==> src/rtl/fsm_pkg.sv <==
// Shared debounce state encoding and default sizing for the input stage.
// Optional auto-repeat is enabled by defining AUTOREPEAT_EN.
package fsm_pkg;

    typedef enum logic [1:0] {
        S_RELEASED     = 2'd0,
        S_PRESS_PEND   = 2'd1,
        S_PRESSED      = 2'd2,
        S_RELEASE_PEND = 2'd3
    } dbnc_state_t;

    localparam int          DEF_CNT_W           = 24;
    localparam logic [23:0] DEF_DEBOUNCE_CYCLES = 24'd10_000_000;
    localparam logic [23:0] DEF_REPEAT_DELAY    = 24'd5_000_000;
    localparam logic [23:0] DEF_REPEAT_PERIOD   = 24'd2_000_000;

endpackage

==> src/rtl/debounce_channel.sv <==
// One input bit: 2-flop synchroniser, debounce FSM and stability counter.
// Define AUTOREPEAT_EN to add a held-button repeat counter.
module debounce_channel
    import fsm_pkg::*;
#(
    parameter int             CNT_W           = DEF_CNT_W,
    parameter logic [CNT_W-1:0] DEBOUNCE_CYCLES = CNT_W'(DEF_DEBOUNCE_CYCLES),
    parameter logic [CNT_W-1:0] REPEAT_DELAY    = CNT_W'(DEF_REPEAT_DELAY),
    parameter logic [CNT_W-1:0] REPEAT_PERIOD   = CNT_W'(DEF_REPEAT_PERIOD)
) (
    input  logic clk,
    input  logic rst_n,
    input  logic btn,
    output logic level,
    output logic press,
    output logic rel,
    output logic press_nxt
);

    logic             sync1, sync2;
    dbnc_state_t      state, state_d;
    logic [CNT_W-1:0] cnt, cnt_d;
    logic             level_d, accept_d, rel_d;
    logic             rpt_fire;

    always_ff @(posedge clk or negedge rst_n) begin
        if (!rst_n) begin
            sync1 <= 1'b0;
            sync2 <= 1'b0;
        end else begin
            sync1 <= btn;
            sync2 <= sync1;
        end
    end

    always_comb begin
        state_d  = state;
        cnt_d    = cnt;
        level_d  = level;
        accept_d = 1'b0;
        rel_d    = 1'b0;
        unique case (state)
            S_RELEASED: begin
                if (sync2) begin
                    state_d = S_PRESS_PEND;
                    cnt_d   = CNT_W'(1);
                end
            end
            S_PRESS_PEND: begin
                if (!sync2) begin
                    state_d = S_RELEASED;
                    cnt_d   = '0;
                end else if (cnt == DEBOUNCE_CYCLES) begin
                    state_d  = S_PRESSED;
                    cnt_d    = '0;
                    level_d  = 1'b1;
                    accept_d = 1'b1;
                end else begin
                    cnt_d = cnt + CNT_W'(1);
                end
            end
            S_PRESSED: begin
                if (!sync2) begin
                    state_d = S_RELEASE_PEND;
                    cnt_d   = CNT_W'(1);
                end
            end
            S_RELEASE_PEND: begin
                if (sync2) begin
                    state_d = S_PRESSED;
                    cnt_d   = '0;
                end else if (cnt == DEBOUNCE_CYCLES) begin
                    state_d = S_RELEASED;
                    cnt_d   = '0;
                    level_d = 1'b0;
                    rel_d   = 1'b1;
                end else begin
                    cnt_d = cnt + CNT_W'(1);
                end
            end
            default: begin
                state_d = S_RELEASED;
                cnt_d   = '0;
                level_d = 1'b0;
            end
        endcase
    end

`ifdef AUTOREPEAT_EN
    logic [CNT_W-1:0] rpt, rpt_d, rpt_tgt;
    logic             first, first_d;

    // First repeat waits REPEAT_DELAY, later ones REPEAT_PERIOD.
    always_comb begin
        rpt_d    = rpt;
        first_d  = first;
        rpt_fire = 1'b0;
        rpt_tgt  = first ? REPEAT_DELAY - CNT_W'(1)
                         : REPEAT_PERIOD - CNT_W'(1);
        if (accept_d || state_d == S_RELEASED) begin
            rpt_d   = '0;
            first_d = 1'b1;
        end else if (state == S_PRESSED && sync2) begin
            if (rpt == rpt_tgt) begin
                rpt_fire = 1'b1;
                rpt_d    = '0;
                first_d  = 1'b0;
            end else begin
                rpt_d = rpt + CNT_W'(1);
            end
        end
    end

    always_ff @(posedge clk or negedge rst_n) begin
        if (!rst_n) begin
            rpt   <= '0;
            first <= 1'b1;
        end else begin
            rpt   <= rpt_d;
            first <= first_d;
        end
    end
`else
    logic unused_repeat;
    assign unused_repeat = ^{REPEAT_DELAY, REPEAT_PERIOD};
    assign rpt_fire      = 1'b0;
`endif

    assign press_nxt = accept_d | rpt_fire;

    always_ff @(posedge clk or negedge rst_n) begin
        if (!rst_n) begin
            state <= S_RELEASED;
            cnt   <= '0;
            level <= 1'b0;
            press <= 1'b0;
            rel   <= 1'b0;
        end else begin
            state <= state_d;
            cnt   <= cnt_d;
            level <= level_d;
            press <= press_nxt;
            rel   <= rel_d;
        end
    end

endmodule

==> src/rtl/btn_debounce_step.sv <==
// Debounced button front end: WIDTH independent channels plus any_press.
// Define AUTOREPEAT_EN to get auto-repeat press strobes on held buttons.
module btn_debounce_step
    import fsm_pkg::*;
#(
    parameter int               WIDTH           = 8,
    parameter int               CNT_W           = DEF_CNT_W,
    parameter logic [CNT_W-1:0] DEBOUNCE_CYCLES = CNT_W'(DEF_DEBOUNCE_CYCLES),
    parameter logic [CNT_W-1:0] REPEAT_DELAY    = CNT_W'(DEF_REPEAT_DELAY),
    parameter logic [CNT_W-1:0] REPEAT_PERIOD   = CNT_W'(DEF_REPEAT_PERIOD)
) (
    input  logic             clk,
    input  logic             rst_n,
    input  logic [WIDTH-1:0] btn_in,
    output logic [WIDTH-1:0] btn_level,
    output logic [WIDTH-1:0] btn_press,
    output logic [WIDTH-1:0] btn_release,
    output logic             any_press
);

    logic [WIDTH-1:0] press_nxt;

    for (genvar i = 0; i < WIDTH; i++) begin : g_ch
        debounce_channel #(
            .CNT_W          (CNT_W),
            .DEBOUNCE_CYCLES(DEBOUNCE_CYCLES),
            .REPEAT_DELAY   (REPEAT_DELAY),
            .REPEAT_PERIOD  (REPEAT_PERIOD)
        ) u_ch (
            .clk      (clk),
            .rst_n    (rst_n),
            .btn      (btn_in[i]),
            .level    (btn_level[i]),
            .press    (btn_press[i]),
            .rel      (btn_release[i]),
            .press_nxt(press_nxt[i])
        );
    end

    // Registered from the same next-state terms so it aligns with btn_press.
    always_ff @(posedge clk or negedge rst_n) begin
        if (!rst_n) begin
            any_press <= 1'b0;
        end else begin
            any_press <= |press_nxt;
        end
    end

endmodule

==> config.mk <==
export PLATFORM = sky130hd
export DESIGN_NAME = btn_debounce_step
export DESIGN_NICKNAME = d
export VERILOG_FILES = /design/src/rtl/fsm_pkg.sv /design/src/rtl/debounce_channel.sv /design/src/rtl/btn_debounce_step.sv
export SDC_FILE = /design/constraint.sdc
export NUM_CORES = 1
export LEC_CHECK = 0
export CAP_MARGIN = 20
export CORE_MARGIN = 2
export CORE_UTILIZATION = 60
export DETAILED_ROUTE_END_ITERATION = 10
export DONT_BUFFER_PORTS = 1
export GPL_ROUTABILITY_DRIVEN = 0
export PLACE_DENSITY_LB_ADDON = 0.2
export SLEW_MARGIN = 10
export SYNTH_ARGS = -nofsm -noshare
export SYNTH_HDL_FRONTEND = slang
export SYNTH_SLANG_ARGS = --single-unit
export TNS_END_PERCENT = 10
==> constraint.sdc <==
create_clock -name clk -period 2.65 [get_ports clk]
set_clock_uncertainty 0.05 [all_clocks]
set_input_delay 0.795 -clock clk [delete_from_list [all_inputs] [get_ports clk]]
set_output_delay 0.795 -clock clk [all_outputs]
set_load 0.02 [all_outputs]
* After elaboration in Yosys (flattened, before gate mapping) *
Cells that the tools add are included.

word-level totals
  word-level logic and storage cells = 386
  output and inout port bits = 25
  input bits = 10
  bits in registers = 249

cells by class
  reduce and logical (&&, ||, !) cells = 41
  multiplexer cells = 184
  $add $sub $neg = 8
  equal/unequal tests = 96

operators with widths
  cell                     count
  $mux W24                 40
  $pmux W24 S4             8
  $add A24 B1 Y24 const B  8
  $eq A24 B24 Y1 const B   8
  $mux W2                  48
  $mux W1                  72
  $ne A2 B1 Y1 const B     32
  $pmux W2 S4              8
  $reduce_and A5 Y1        8
  $eq A2 B2 Y1 const B     16
  $ne A2 B2 Y1 const B     16
  $reduce_and A4 Y1        8
  $ne A3 B1 Y1 const B     8
  $ne A3 B3 Y1 const B     8
  $eq A2 B1 Y1 const B     8
  $logic_not A2 Y1         8
  $pmux W1 S2              8
  $reduce_and A2 Y1        8
  $reduce_bool A2 Y1       8
  $reduce_or A8 Y1         1

* Longest topological paths before layout *
  depth in word-level cells = 5
  depth in mapped cells = 9
  mapped depth without buffers = 7

* Cells and area by module *
A second synthesis with hierarchy kept.

second synthesis, totals
  cell total of the unflattened synthesis = 1,635
  area total of the unflattened synthesis = 14,416.3 µm²

by module, submodules not included
  module                                area an instance (µm²)  cells each  times used
  debounce_channel at g_ch[0].u_ch ...  1,810.5                 206         7
  debounce_channel at g_ch[7].u_ch      1,701.6                 189         1
  btn_debounce_step                     41.3                    4           1

* Worst setup path before layout *
No wires, ideal clock.

  path type = reg2reg
  start point = register g_ch[0].u_ch.cnt[13]
  end point = register any_press
  period minus slack after synthesis = 2.401 ns
  arrival = 2.261 ns
  stages on the path, launching flop included = 7
  required time = 2.510 ns
  setup slack = 0.249 ns
  path buffers = 1
  cell sequence = dfrtp_1 -> or4b_1 -> or3_1 -> or4_1 -> buf_2 -> or3_1 -> o2111ai_1

between the ends
  word-level cells in the longest chain between the ends = 5

RTL lines
  what                      RTL line                 source
  start: declaration        debounce_channel.sv:22   logic [CNT_W-1:0] cnt, cnt_d;
  start signal: assignment  debounce_channel.sv:140  cnt <= cnt_d;
  $eq A24 B24 Y1            debounce_channel.sv:53   end else if (cnt == DEBOUNCE_CYCLES) begin
  $mux W1                   debounce_channel.sv:53
  $mux W1                   debounce_channel.sv:50   if (!sync2) begin
  $mux W1                   debounce_channel.sv:42   unique case (state)
  $reduce_or A8 Y1          btn_debounce_step.sv:45  any_press <= |press_nxt;
  end signal: assignment    btn_debounce_step.sv:45
  end: declaration          btn_debounce_step.sv:18  output logic any_press

Every way passes these cells.
A chain may end at the register's enable or synchronous reset.

* Worst setup path in the final report *
  start point = register g_ch[0].u_ch.cnt[14]
  end point = register g_ch[0].u_ch.cnt[14]

between the ends
  word-level cells in the longest chain between the ends = 4
  elaborated cells on any way between the ends = 6
  those cells by class = add/sub (1); eq/ne (1); mux (4)

RTL lines
  what                                                      RTL line
  $add A24 B1 Y24 / $eq A24 B24 Y1 (equally long branches)  -
  $mux W24 *                                                debounce_channel.sv:53, debounce_channel.sv:72
  $mux W24, on equally long branches                        debounce_channel.sv:69, debounce_channel.sv:50
  $pmux W24 S4 *                                            debounce_channel.sv:42

Every way passes the cells marked *; elsewhere a longest branch is shown, timed or not.

==> impl_metrics.py <==
metrics = {
    "synthesis": {
        "synthesis.yosys.warnings": 0,
        "synth-edff-count": 0,
        "seq_area_frac_synth_pct": 47.13,
        "synth_seq_cells": 249,
        "synth.net_count": 1484,
        "post-synth-top-area-cell": "dfrtp_1",
        "netlist-cell-type-count": 65,
        "synthMostInstantiatedCell": "dfrtp_1",
        "synthesis.area_mm2": 0.01322,
        "ys_dominant_reg_cell": "dfrtp_1",
        "avgSynthCellArea_um2": 9.068,
        "synth-async-reset-ratio_pct": 100.0,
        "postSynthCellCount": 1458,
        "synth_top_cells_by_count": "dfrtp_1, nand2_1, nor2_1, a21oi_1, a31oi_1",
        "yosys.area.top_type_share_pct": 47.13,
        "synthTopCellsByArea": "dfrtp_1, a31oi_1, nand2_1, a21oi_1, nand3_1",
    },
    "timing": {
        "setup_total_negative_slack_ns": 0,
        "worst_slew_margin_pct": 36.36,
        "worst_hold_slack_ns": -0.09069,
        "finalCritPeriodShare_pct": 93.02,
        "timing_worst_slew_pin_value_ns": 0.9488,
        "unrepaired_setup_endpoints_after_global_routing": "false",
        "final_period_minus_worst_setup_slack_ns": 2.465,
        "final_hold_viol_count": 145,
        "highest_clock_frequency_the_design_can_meet_ghz": 0.4057,
        "final-setup-viol-count": 0,
        "slew_violations": 0,
    },
    "floorplan": {
        "die_w_um": 152.4,
        "boundaryPins": 35,
        "design.die.area_mm2": 0.02324,
        "initial_utilization_pct": 60.77,
        "core_outline_area_mm2": 0.02176,
        "die_y_um": 152.4,
        "std_cell_rows": 54,
    },
    "run": {
        "timing.max_cap.violations": 0,
    },
    "routing": {
        "routed_wl_um": 27900,
        "dr.pass1.iters": 5,
        "via_per_inst": 6.263,
        "routed_wire_length_per_instance_um": 16.07,
        "antenna_violating_nets_left": 0,
        "drt_iter0_drc": 729,
        "drc_errors": 0,
        "dr_total_vias": 10870,
    },
    "worst_setup_path": {
        "timing.reg2reg.worst_path_depth": 6,
        "crit_start": "g_ch[0].u_ch.cnt[14]",
        "cp_slowest_stage_delay_ns": 0.52,
        "timing.critical_path.required_ns": 2.98,
        "total_number_of_cells_along_the_worst_setup_path": 6,
        "total_buffers_and_inverters_traversed_by_the_critical_path": 1,
        "critPathTopFamily": "simple AND/OR/NAND/NOR gates",
        "worst_setup_path_end": "g_ch[0].u_ch.cnt[14]",
        "worstReg2RegEnd": "g_ch[0].u_ch.cnt[14]",
        "critical_path_arrival_ns": 2.80,
        "regToRegStartpoint": "g_ch[0].u_ch.cnt[14]",
        "worst-path-max-fanout": 9,
        "critPathCaptureType": "register",
        "timing.critical_path.from_type": "register",
        "critical_path_cell_with_the_highest_stage_delay": "or4b_1",
        "crit_path_cell_trace": "or4b_1 > or3_1 > o311a_1 > buf_4 > a41oi_1 > a31oi_1",
        "timing.reg2reg.setup_slack_ns": 0.18,
        "timing.setup.critical_path_class": "reg -> reg",
    },
    "clock_tree": {
        "worst_setup_hold_path_clk_slew_ns": 0.06,
        "worst_skew_pair.late_latency_ns": 0.53,
        "cts_inserted_buffers": 27,
        "clock_tree.buffer_depth": 3,
        "cts_setup_buffers": 0,
        "clockRootBuffer": "clkbuf_16",
        "cts_resized": 0,
        "cts_tree": "built",
        "cts_htree_levels": 1,
        "cts.sinks": 249,
    },
    "pwr": {
        "p_leak_nw": 5.960,
        "power.density_cell_area_mw_per_mm2": 582.9,
        "irDropWorstVdd_mv": 0.4302,
        "total_power_w": 0.008393,
    },
    "global_route": {
        "groute.usage.overall_pct": 23.87,
        "grt_start_max_net_pins": 250,
        "grt_pass1_wl_um": 48320,
        "grt_remaining_overflow": 0,
        "number_of_antenna_violations_at_the_first_check_in_global_routing": 0,
        "grt_pass1_vias": 10100,
    },
    "placement": {
        "buffer_ports.inserted": 0,
        "dp_cells": 1686,
        "place_hpwl_um": 18340,
    },
    "finish": {
        "n_fill_cell": 1760,
        "area_delta_synth_final_pct": 8.915,
        "antenna_cells": 0,
        "nNetsFinal": 1461,
        "final-seq-area_mm2": 0.006231,
        "stdcell_count": 1736,
        "multi_input_comb_area_mm2": 0.006374,
        "final_layout_size_suffix_gt1_share_pct": 7.143,
    },
    "run_status": {
        "outcome": "finished, violations left",
        "violations": "negative hold slack",
    },
    "hold_path": {
        "hold_class": "in -> async",
    },
}
==> how the worst min path moves through the flow <==
| stage | start | to | slack, ns | cells after the start |
|---|---|---|---|---|
| 2_1_floorplan | g_ch[0].u_ch.sync1 | g_ch[0].u_ch.sync2 | 0.28 | 0 |
| 3_3_place_gp | g_ch[0].u_ch.sync1 | g_ch[0].u_ch.sync2 | 0.28 | 0 |
| 3_5_place_dp | g_ch[0].u_ch.sync1 | g_ch[0].u_ch.sync2 | 0.29 | 0 |
| 4_1_cts | rst_n | g_ch[3].u_ch.cnt[21] | -0.11 | 0 |
| 5_1_grt | rst_n | g_ch[3].u_ch.cnt[3] | -0.12 | 0 |
| 6_report | rst_n | g_ch[3].u_ch.cnt[21] | -0.09 | 0 |
==> per-stage QoR <==
step / hold slack (ns) / utilization, % / cell area, µm² / setup slack [ns]
6_report: -0.09069 / 66.19 / 14400 / 0.1849
5_1_grt: -0.1175 / 66.19 / 14400 / 0.04405
4_1_cts: -0.1079 / 66.19 / 14400 / 0.1937
3_5_place_dp: 0.2864 / 61.87 / 13460 / 0.2148
3_3_place_gp: 0.2825 / 61.87 / 13460 / 0.2450
2_1_floorplan: 0.2812 / - / 13220 / 0.2493
==> registers in the layout (all words and copies together) (netlist names), named ones only <==
name             flops
g_ch.u_ch.cnt      192
g_ch.u_ch.level      8
g_ch.u_ch.press      8
g_ch.u_ch.rel        8
g_ch.u_ch.state      8
g_ch.u_ch.sync1      8
g_ch.u_ch.sync2      8
any_press            1
==> routing by layer <==
metal / share of wire [%] / routed length, µm / global-route usage (%)
met5: 0 / 0 / 0
met4: 1.7 / 471 / 4.674
met3: 4.0 / 1111 / 3.271
met2: 47 / 13180 / 38.50
met1: 47 / 13150 / 35.10
==> cell type report <==
| class | instances | share of cell area [%] |
|---|---|---|
| tap | 280 | 2.433 |
| sequential | 249 | 43.27 |
| inverter | 54 | 1.408 |
| timing repair buffer | 37 | 2.103 |
| multi-input combinational | 1066 | 44.26 |
| clock inverter | 13 | 1.225 |
| clock buffer | 37 | 5.300 |
==> worst register-to-register path: cells and delay by family, from the launching register on <==
kind            cells  cell delay, ns
flops               1            0.42
simple gates        2            0.88
buf+inv             1            0.21
compound gates      3            0.75
==> kinds of logic (layout without fill, tap and decap cells) <==
kind of cell / after synthesis / after routing / synth area share [%]
AOI/OAI and AO/OA: 334 / 334 / 15.64
and+or+nand+nor: 636 / 636 / 25.36
xor gates and xnor gates: 58 / 58 / 3.842
adders and majority gates: 16 / 16 / 1.514
buffers and inverters: 143 / 141 / 4.788
muxes: 22 / 22 / 1.722
DFF: 249 / 249 / 47.13
==> power breakdown <==
| part | internal [W] | switching, W |
|---|---|---|
| Combinational | 0.000166 | 0.000267 |
| Sequential | 0.00389 | 0.000138 |
| Clock | 0.00240 | 0.00153 |
| Total | 0.00646 | 0.00193 |
==> cell usage in the layout, fill, tap and decap left out, types with 32 or more instances in the layout <==
master / Yosys / final
nor2_1: 111 / 111
dfrtp_1: 249 / 249
a31oi_1: 99 / 99
a21oi_1: 101 / 98
and3_1: 34 / 34
nand2_1: 158 / 158
inv_1: 54 / 54
o21ai_0: 60 / 60
nand3_1: 84 / 84
buf_4: 24 / 35
nor3_1: 32 / 32
nand4_1: 57 / 57
No activity file was read; power rests on OpenSTA's default activity.
